==> config.mk <==
export PLATFORM = sky130hd
export DESIGN_NAME = instr_decode_stage
export DESIGN_NICKNAME = d
export VERILOG_FILES = /design/src/rtl/rv_decode_pkg.sv /design/src/rtl/rv32i_decode_comb.sv /design/src/rtl/instr_decode_stage.sv
export SDC_FILE = /design/constraint.sdc
export NUM_CORES = 1
export LEC_CHECK = 0
export ABC_AREA = 1
export BUFFER_PORTS_ARGS = -buffer_cell sky130_fd_sc_hd__buf_2
export CAP_MARGIN = 20
export CORE_MARGIN = 5
export CORE_UTILIZATION = 35
export CTS_CLUSTER_DIAMETER = 30
export DETAILED_ROUTE_END_ITERATION = 8
export GPL_TIMING_DRIVEN = 0
export MAX_ROUTING_LAYER = met4
export SYNTH_ARGS = -nofsm -noshare
export SYNTH_HDL_FRONTEND = slang
export SYNTH_SLANG_ARGS = --single-unit
==> constraint.sdc <==
create_clock -name clk -period 5.65 [get_ports clk]
set_clock_uncertainty 0.15 [all_clocks]
set_input_delay 0.2825 -clock clk [delete_from_list [all_inputs] [get_ports clk]]
set_output_delay 0.2825 -clock clk [all_outputs]
set_load 0.02 [all_outputs]
==> src/rtl/rv_decode_pkg.sv <==
// Shared RV32I decode constants, the decoded-bundle payload type and op-code packing helper.
package rv_decode_pkg;

  localparam logic [6:0] OP_LOAD   = 7'b0000011;
  localparam logic [6:0] OP_FENCE  = 7'b0001111;
  localparam logic [6:0] OP_IMM    = 7'b0010011;
  localparam logic [6:0] OP_AUIPC  = 7'b0010111;
  localparam logic [6:0] OP_STORE  = 7'b0100011;
  localparam logic [6:0] OP        = 7'b0110011;
  localparam logic [6:0] OP_LUI    = 7'b0110111;
  localparam logic [6:0] OP_BRANCH = 7'b1100011;
  localparam logic [6:0] OP_JALR   = 7'b1100111;
  localparam logic [6:0] OP_JAL    = 7'b1101111;

  localparam logic [6:0] FN7_ZERO = 7'b0000000;
  localparam logic [6:0] FN7_ALT  = 7'b0100000;

  localparam logic [1:0] RD_SEL_ALU = 2'b00;
  localparam logic [1:0] RD_SEL_BUS = 2'b01;
  localparam logic [1:0] RD_SEL_IMM = 2'b10;
  localparam logic [1:0] RD_SEL_PC4 = 2'b11;

  localparam logic [1:0] SIZE_B = 2'b00;
  localparam logic [1:0] SIZE_H = 2'b01;
  localparam logic [1:0] SIZE_W = 2'b10;

  localparam logic [31:0] PAUSE_ENCODING = 32'h0100000F;

  typedef struct packed {
    logic [15:0] op_code;
    logic [4:0]  rs1;
    logic [4:0]  rs2;
    logic [4:0]  rd;
    logic [31:0] imm;
    logic        imm_rs2_sel;
    logic        alu_sel;
    logic        reg_w;
    logic        data_w;
    logic        data_r;
    logic        is_unsigned;
    logic        branch;
    logic        load_pc;
    logic [1:0]  rd_data_sel;
    logic [1:0]  data_size;
    logic        illegal;
  } decode_t;

  // fn7[6] is zero in every legal encoding, so only fn7[5:0] is carried in the 16-bit op code.
  function automatic logic [15:0] pack_op(input logic [5:0] fn7_lo, input logic [2:0] fn3,
                                          input logic [6:0] opcode);
    return {fn7_lo, fn3, opcode};
  endfunction

endpackage

==> src/rtl/rv32i_decode_comb.sv <==
// Pure combinational RV32I decoder: one instruction word to a decoded bundle, illegal flag and
// PAUSE detect. Illegal encodings yield an all-zero bundle with only illegal set.
module rv32i_decode_comb
  import rv_decode_pkg::*;
(
  input  logic [31:0] instr,
  output decode_t     dec,
  output logic        is_pause
);

  logic [6:0]  opcode;
  logic [2:0]  fn3;
  logic [6:0]  fn7;
  logic [4:0]  rs1;
  logic [4:0]  rs2;
  logic [4:0]  rd;
  logic [31:0] imm_i;
  logic [31:0] imm_s;
  logic [31:0] imm_b;
  logic [31:0] imm_u;
  logic [31:0] imm_j;
  logic [31:0] shamt;
  logic        is_shift;
  logic        legal;

  assign opcode   = instr[6:0];
  assign fn3      = instr[14:12];
  assign fn7      = instr[31:25];
  assign rs1      = instr[19:15];
  assign rs2      = instr[24:20];
  assign rd       = instr[11:7];
  assign imm_i    = {{20{instr[31]}}, instr[31:20]};
  assign imm_s    = {{20{instr[31]}}, instr[31:25], instr[11:7]};
  assign imm_b    = {{19{instr[31]}}, instr[31], instr[7], instr[30:25], instr[11:8], 1'b0};
  assign imm_u    = {instr[31:12], 12'b0};
  assign imm_j    = {{11{instr[31]}}, instr[31], instr[19:12], instr[20], instr[30:21], 1'b0};
  assign shamt    = {27'b0, instr[24:20]};
  assign is_shift = (fn3[1:0] == 2'b01);
  assign is_pause = (instr == PAUSE_ENCODING);

  always_comb begin
    dec   = '0;
    legal = 1'b0;
    case (opcode)
      OP_LOAD: begin
        legal           = (fn3[1:0] != 2'b11) && !(fn3[2] && fn3[1]);
        dec.op_code     = pack_op(6'b0, fn3, opcode);
        dec.rs1         = rs1;
        dec.rd          = rd;
        dec.imm         = imm_i;
        dec.imm_rs2_sel = 1'b1;
        dec.reg_w       = 1'b1;
        dec.data_r      = 1'b1;
        dec.is_unsigned = fn3[2];
        dec.rd_data_sel = RD_SEL_BUS;
        dec.data_size   = fn3[1:0];
      end
      OP_STORE: begin
        legal           = !fn3[2] && (fn3[1:0] != 2'b11);
        dec.op_code     = pack_op(6'b0, fn3, opcode);
        dec.rs1         = rs1;
        dec.rs2         = rs2;
        dec.imm         = imm_s;
        dec.imm_rs2_sel = 1'b1;
        dec.data_w      = 1'b1;
        dec.data_size   = fn3[1:0];
      end
      OP_BRANCH: begin
        legal           = (fn3[2:1] != 2'b01);
        dec.op_code     = pack_op(6'b0, fn3, opcode);
        dec.rs1         = rs1;
        dec.rs2         = rs2;
        dec.imm         = imm_b;
        dec.branch      = 1'b1;
        dec.is_unsigned = fn3[1];
      end
      OP_JALR: begin
        legal           = (fn3 == 3'b000);
        dec.op_code     = pack_op(6'b0, fn3, opcode);
        dec.rs1         = rs1;
        dec.rd          = rd;
        dec.imm         = imm_i;
        dec.imm_rs2_sel = 1'b1;
        dec.reg_w       = 1'b1;
        dec.load_pc     = 1'b1;
        dec.rd_data_sel = RD_SEL_PC4;
      end
      OP_JAL: begin
        legal           = 1'b1;
        dec.op_code     = pack_op(6'b0, 3'b000, opcode);
        dec.rd          = rd;
        dec.imm         = imm_j;
        dec.imm_rs2_sel = 1'b1;
        dec.reg_w       = 1'b1;
        dec.load_pc     = 1'b1;
        dec.rd_data_sel = RD_SEL_PC4;
      end
      OP_LUI, OP_AUIPC: begin
        legal           = 1'b1;
        dec.op_code     = pack_op(6'b0, 3'b000, opcode);
        dec.rd          = rd;
        dec.imm         = imm_u;
        dec.imm_rs2_sel = 1'b1;
        dec.reg_w       = 1'b1;
        dec.rd_data_sel = (opcode == OP_LUI) ? RD_SEL_IMM : RD_SEL_ALU;
      end
      OP_IMM: begin
        // Shift-immediates reuse the fn7 field; only SRAI may set the alternate bit.
        legal           = !is_shift || (fn7 == FN7_ZERO) || (fn3[2] && (fn7 == FN7_ALT));
        dec.op_code     = pack_op(is_shift ? fn7[5:0] : 6'b0, fn3, opcode);
        dec.rs1         = rs1;
        dec.rd          = rd;
        dec.imm         = is_shift ? shamt : imm_i;
        dec.imm_rs2_sel = 1'b1;
        dec.alu_sel     = 1'b1;
        dec.reg_w       = 1'b1;
        dec.is_unsigned = (fn3 == 3'b011);
      end
      OP: begin
        legal           = (fn7 == FN7_ZERO) ||
                          ((fn7 == FN7_ALT) && ((fn3 == 3'b000) || (fn3 == 3'b101)));
        dec.op_code     = pack_op(fn7[5:0], fn3, opcode);
        dec.rs1         = rs1;
        dec.rs2         = rs2;
        dec.rd          = rd;
        dec.alu_sel     = 1'b1;
        dec.reg_w       = 1'b1;
        dec.is_unsigned = (fn3 == 3'b011);
      end
      OP_FENCE: begin
        legal       = (fn3 == 3'b000);
        dec.op_code = pack_op(6'b0, fn3, opcode);
      end
      default: legal = 1'b0;
    endcase
    if (!legal) begin
      dec         = '0;
      dec.illegal = 1'b1;
    end
  end

endmodule

==> src/rtl/instr_decode_stage.sv <==
// Registered RV32I decode stage: valid/ready handshake, output bundle register, local PAUSE
// stall counter and redirect flush.
module instr_decode_stage
  import rv_decode_pkg::*;
#(
  parameter int unsigned PC_W         = 32,
  parameter int unsigned PAUSE_CYCLES = 16,
  parameter int unsigned EN_PAUSE     = 1
) (
  input  logic            clk,
  input  logic            rst,
  input  logic            flush,
  input  logic            in_valid,
  output logic            in_ready,
  input  logic [31:0]     in_instr,
  input  logic [PC_W-1:0] in_pc,
  output logic            out_valid,
  input  logic            out_ready,
  output logic [PC_W-1:0] out_pc,
  output logic [15:0]     out_op_code,
  output logic [4:0]      out_rs1_sel,
  output logic [4:0]      out_rs2_sel,
  output logic [4:0]      out_rd_sel,
  output logic [31:0]     out_imm,
  output logic            out_imm_rs2_sel,
  output logic            out_alu_sel,
  output logic            out_reg_w,
  output logic            out_data_w,
  output logic            out_data_r,
  output logic            out_unsigned,
  output logic            out_branch,
  output logic            out_load_pc,
  output logic [1:0]      out_rd_data_sel,
  output logic [1:0]      out_data_size,
  output logic            out_illegal,
  output logic            pause_busy
);

  localparam int unsigned CNT_W    = $clog2(PAUSE_CYCLES + 1);
  localparam bit          PAUSE_ON = (EN_PAUSE != 0);

  typedef enum logic [1:0] {ST_EMPTY, ST_FULL, ST_PAUSE} state_t;

  state_t           state;
  logic [CNT_W-1:0] pause_cnt;
  decode_t          dec;
  decode_t          bundle;
  logic             dec_is_pause;
  logic             accept;
  logic             pause_hit;

  rv32i_decode_comb u_decode (
    .instr    (in_instr),
    .dec      (dec),
    .is_pause (dec_is_pause)
  );

  assign in_ready   = !flush && (state != ST_PAUSE) && ((state == ST_EMPTY) || out_ready);
  assign accept     = in_valid && in_ready;
  assign pause_hit  = PAUSE_ON && dec_is_pause;
  assign pause_busy = (state == ST_PAUSE);

  // Handshake FSM, pause countdown and bundle register; flush overrides everything but reset.
  always_ff @(posedge clk or posedge rst) begin
    if (rst) begin
      state     <= ST_EMPTY;
      pause_cnt <= '0;
      out_valid <= 1'b0;
      bundle    <= '0;
      out_pc    <= '0;
    end else if (flush) begin
      state     <= ST_EMPTY;
      pause_cnt <= '0;
      out_valid <= 1'b0;
    end else if (accept && pause_hit) begin
      state     <= ST_PAUSE;
      pause_cnt <= CNT_W'(PAUSE_CYCLES);
      out_valid <= 1'b0;
    end else if (accept) begin
      state     <= ST_FULL;
      out_valid <= 1'b1;
      bundle    <= dec;
      out_pc    <= in_pc;
    end else begin
      case (state)
        ST_FULL: begin
          if (out_ready) begin
            state     <= ST_EMPTY;
            out_valid <= 1'b0;
          end
        end
        ST_PAUSE: begin
          if (pause_cnt <= CNT_W'(1)) begin
            state     <= ST_EMPTY;
            pause_cnt <= '0;
          end else begin
            pause_cnt <= pause_cnt - CNT_W'(1);
          end
        end
        default: ;
      endcase
    end
  end

  assign out_op_code     = bundle.op_code;
  assign out_rs1_sel     = bundle.rs1;
  assign out_rs2_sel     = bundle.rs2;
  assign out_rd_sel      = bundle.rd;
  assign out_imm         = bundle.imm;
  assign out_imm_rs2_sel = bundle.imm_rs2_sel;
  assign out_alu_sel     = bundle.alu_sel;
  assign out_reg_w       = bundle.reg_w;
  assign out_data_w      = bundle.data_w;
  assign out_data_r      = bundle.data_r;
  assign out_unsigned    = bundle.is_unsigned;
  assign out_branch      = bundle.branch;
  assign out_load_pc     = bundle.load_pc;
  assign out_rd_data_sel = bundle.rd_data_sel;
  assign out_data_size   = bundle.data_size;
  assign out_illegal     = bundle.illegal;

endmodule

==> results.toml <==
[clocking]
cts_root_buf = "clkbuf_16"
path_clk_slew_ps = 50
cts_tree = "done"
cts_hold_buf = 33
clock-sinks = 116
clockBufferDepth = 2
ctsResizeCount = 0
htreeDepth = 4
cts_made_buffers = 17
postCtsSetupBuffers = 0
clk_latency_ps = 410

[worst_setup_path]
worstPathCellList = "nor2_1, nor2_4, inv_2, a21oi_2, nand2_2, nor2_4, inv_2, clkbuf_1, nand2_1, nand2_1"
crit_path_max_incr_delay_ps = 420
end_kind = "flop"
crit_path_start_kind = "flop"
reg2reg_depth = 10
cp_slowest_cell = "dfrtp_1"
worst-path-buf-inv = 3
critical_path_class = "reg2reg"
critical_path_cell_count = 10
critPathTopFamily = "simple AND/OR/NAND/NOR gates"
critPathMaxFanout = 10
critical_path_arrival_ps = 2350
required_ps = 5850

[sta]
final_hold_viol_count = 0
fin_setup_tns_ps = 0
fmax_mhz = 466.1
period_share_pct = 37.97
setup_viol = 0
worst-slew-pin-transition_ps = 774.4
slew_headroom_pct = 47.93
grt_setup_unrepaired = "false"
fin_crit_ps = 2145
slew_viol_final = 0

[global_route]
grtUsageMet3_pct = 5.828
grt_overflow = 0
grt-busiest-layer = "met2"
grt_antenna_before_repair = 2
use_met1_pct = 26.03
met2_usage_pct = 31.00
grt_max_degree = 81
grt_pass1_wl_um = 30780
grt_pass1_vias = 5951
track_usage_pct = 20.25

[cells_and_area]
layout-area-overhead-vs-synth_pct = 36.25
final_layout_size_suffix_gt1_share_pct = 23.32
final_nets = 1131
fill_cells = 1719
instances_no_fill = 1294

[synth]
syn_inst = 830
netlist_area_um2 = 5926
synthArstFlopShare_pct = 100.0
synth.largest_area_cell = "dfrtp_1"
ys.flop_type = "dfrtp_1"
yosys_warnings = 0
synth.avg_cell_area_um2 = 7.139
synth.distinct_cells = 30
seq_area_frac_synth_pct = 48.99
synthTopCellsByArea = "dfrtp_1 (49%), nand2_1 (23%), nor2_1 (8.0%)"
synth_fp_nets = 901
synth_top_area_share_pct = 48.99
ys_seq_elements = 116
synth-edff-count = 0

[power]
peakVddDrop_uv = 214.5
power_switching_share_pct = 27.93
p_switching_uw = 693.9
seqPwrFrac_pct = 37.6
leakage_uw = 0.004790
clkPwrFrac_pct = 45.6
power_density_nw_per_um2 = 307.7
p_int_uw = 1791
power_frac_comb_pct = 16.9

[drt]
drt_first_iter_violations = 309
totalWireLength_um = 19110
ant_nets = 0
via_count = 5921
vias_per_cell = 4.576
wl_per_cell_um = 14.77
dr.pass1.iters = 5
drc = 0

[min_path]
min-delay-path-class = "in2reg"
holdPathStages = 5

[floorplan]
fp.dieArea_um2 = 19630
coreArea_um2 = 16580
num_io_pins = 180
start_util_pct = 35.73
die_y_um = 140.1
die_w_um = 140.1
num_rows = 47

[placed_design]
place_hpwl_um = 14250
gp_congestion = 0.9628
io_buffers = 177
dp.cells = 1228

[flow_run]
maxCapViolations = 0

[status]
status = "complete, no violations"
cell usage in the layout (no fill, tap or decap), types with 3 or more instances in the layout:
cell | Yosys | layout
buf_2 | 11 | 188
buf_4 | 11 | 11
buf_6 | 3 | 3
bufinv_16 | 0 | 4
clkbuf_1 | 11 | 11
clkbuf_16 | 0 | 17
clkinv_2 | 0 | 4
clkinvlp_4 | 0 | 3
dfrtp_1 | 116 | 116
dlygate4sd3_1 | 0 | 33
inv_1 | 65 | 64
inv_2 | 4 | 4
inv_6 | 0 | 3
nand2_1 | 358 | 358
nand2_2 | 6 | 6
nand3_1 | 64 | 64
nand4_1 | 7 | 7
nor2_1 | 127 | 127
nor3_1 | 6 | 6
o211ai_1 | 13 | 13
o21ai_0 | 5 | 5
o21ai_1 | 3 | 3
o22ai_1 | 3 | 3
cell type report:
type                       instances  area [um2]  area share [%]
antenna                            2       5.005         0.06199
clock inverter                    13       180.2           2.232
tap                              220       275.3           3.409
sequential                       116        2903           35.95
multi-input combinational        609        2551           31.60
clock buffer                      18       439.2           5.439
inverter                          69       264.0           3.270
buffer                            36       212.7           2.634
timing repair buffer             211        1244           15.40
worst paths after layout:
check / startpoint / to / slack [ps]
hold / removal: in_instr[28] / out_imm[8] / 60
setup reg to reg: state[0] / out_pc[11] / 3500
max in group asynchronous: rst / out_unsigned / 4390
hold reg to reg: out_pc[19] / out_pc[19] / 310
setup / recovery: state[0] / out_pc[11] / 3500
min in group asynchronous: rst / out_op_code[14] / 260
registers in the layout, summed over array words and instances, names as in the netlist, 2 cells and up:
register         count
pause_cnt            5
out_rs2_sel          5
out_op_code         16
out_rd_sel           5
state                2
out_rs1_sel          5
out_imm             32
out_data_size        2
out_pc              32
out_rd_data_sel      2
logic make-up after synthesis:
group | after synthesis | share of synthesized area (%)
AOI/OAI and AO/OA | 32 | 3.611
xor gates and xnor gates | 2 | 0.2957
adders and majority gates | 2 | 0.4222
buffers and inverters | 105 | 7.960
DFF | 116 | 48.99
and+or+nand+nor | 573 | 38.72
worst register-to-register path: cells and delay by family, from the launching register on:
kind,cells,cell delay [ps]
AOI/OAI and AO/OA,1,50
buffers and inverters,3,720
DFF,1,420
and+or+nand+nor,6,750
power by group through the flow:
stage               Sequential, uW  Clock, uW  Combinational, uW
floorplan                     1010          0                198
global route                   942       1200                466
CTS                            933       1160                422
finish                         933       1130                419
detailed placement             946          0                403
global placement               944          0                395
cell usage after synthesis (2+ instances only):
cell type and number:
nor3_1 6, clkbuf_1 11, ha_1 2, o22ai_1 3
nand2_1 358, buf_6 3, dfrtp_1 116, nor2_1 127
nor2_2 2, a21oi_1 2, inv_2 4, nand4_1 7
o21ai_1 3, nand2_2 6, o211ai_1 13, inv_1 65
o21ai_0 5, nor2_4 2, nand3_1 64, buf_4 11
buf_2 11
through the flow:
| step | util [%] | hold slack, ps | worst slack, ps | area (um2) | power [uW] |
|---|---|---|---|---|---|
| global route | 48.69 | 77.81 | 3288 | 8074 | 2605 |
| detailed placement | 42.93 | 147.0 | 3370 | 7119 | 1350 |
| floorplan | - | 249.2 | 2145 | 5926 | 1205 |
| CTS | 48.66 | 47.66 | 3457 | 8069 | 2514 |
| finish | 48.69 | 61.65 | 3505 | 8074 | 2484 |
| global placement | 42.73 | 297.9 | 661.8 | 7087 | 1339 |
metal layers:
metal / vias up / routed length (um)
met4: 0 / 433
met1: 2641 / 8642
met2: 205 / 8744
li1: 3036 / -
met5: - / 0
met3: 39 / 1285
Note: power is estimated with default switching activity, not from simulation.
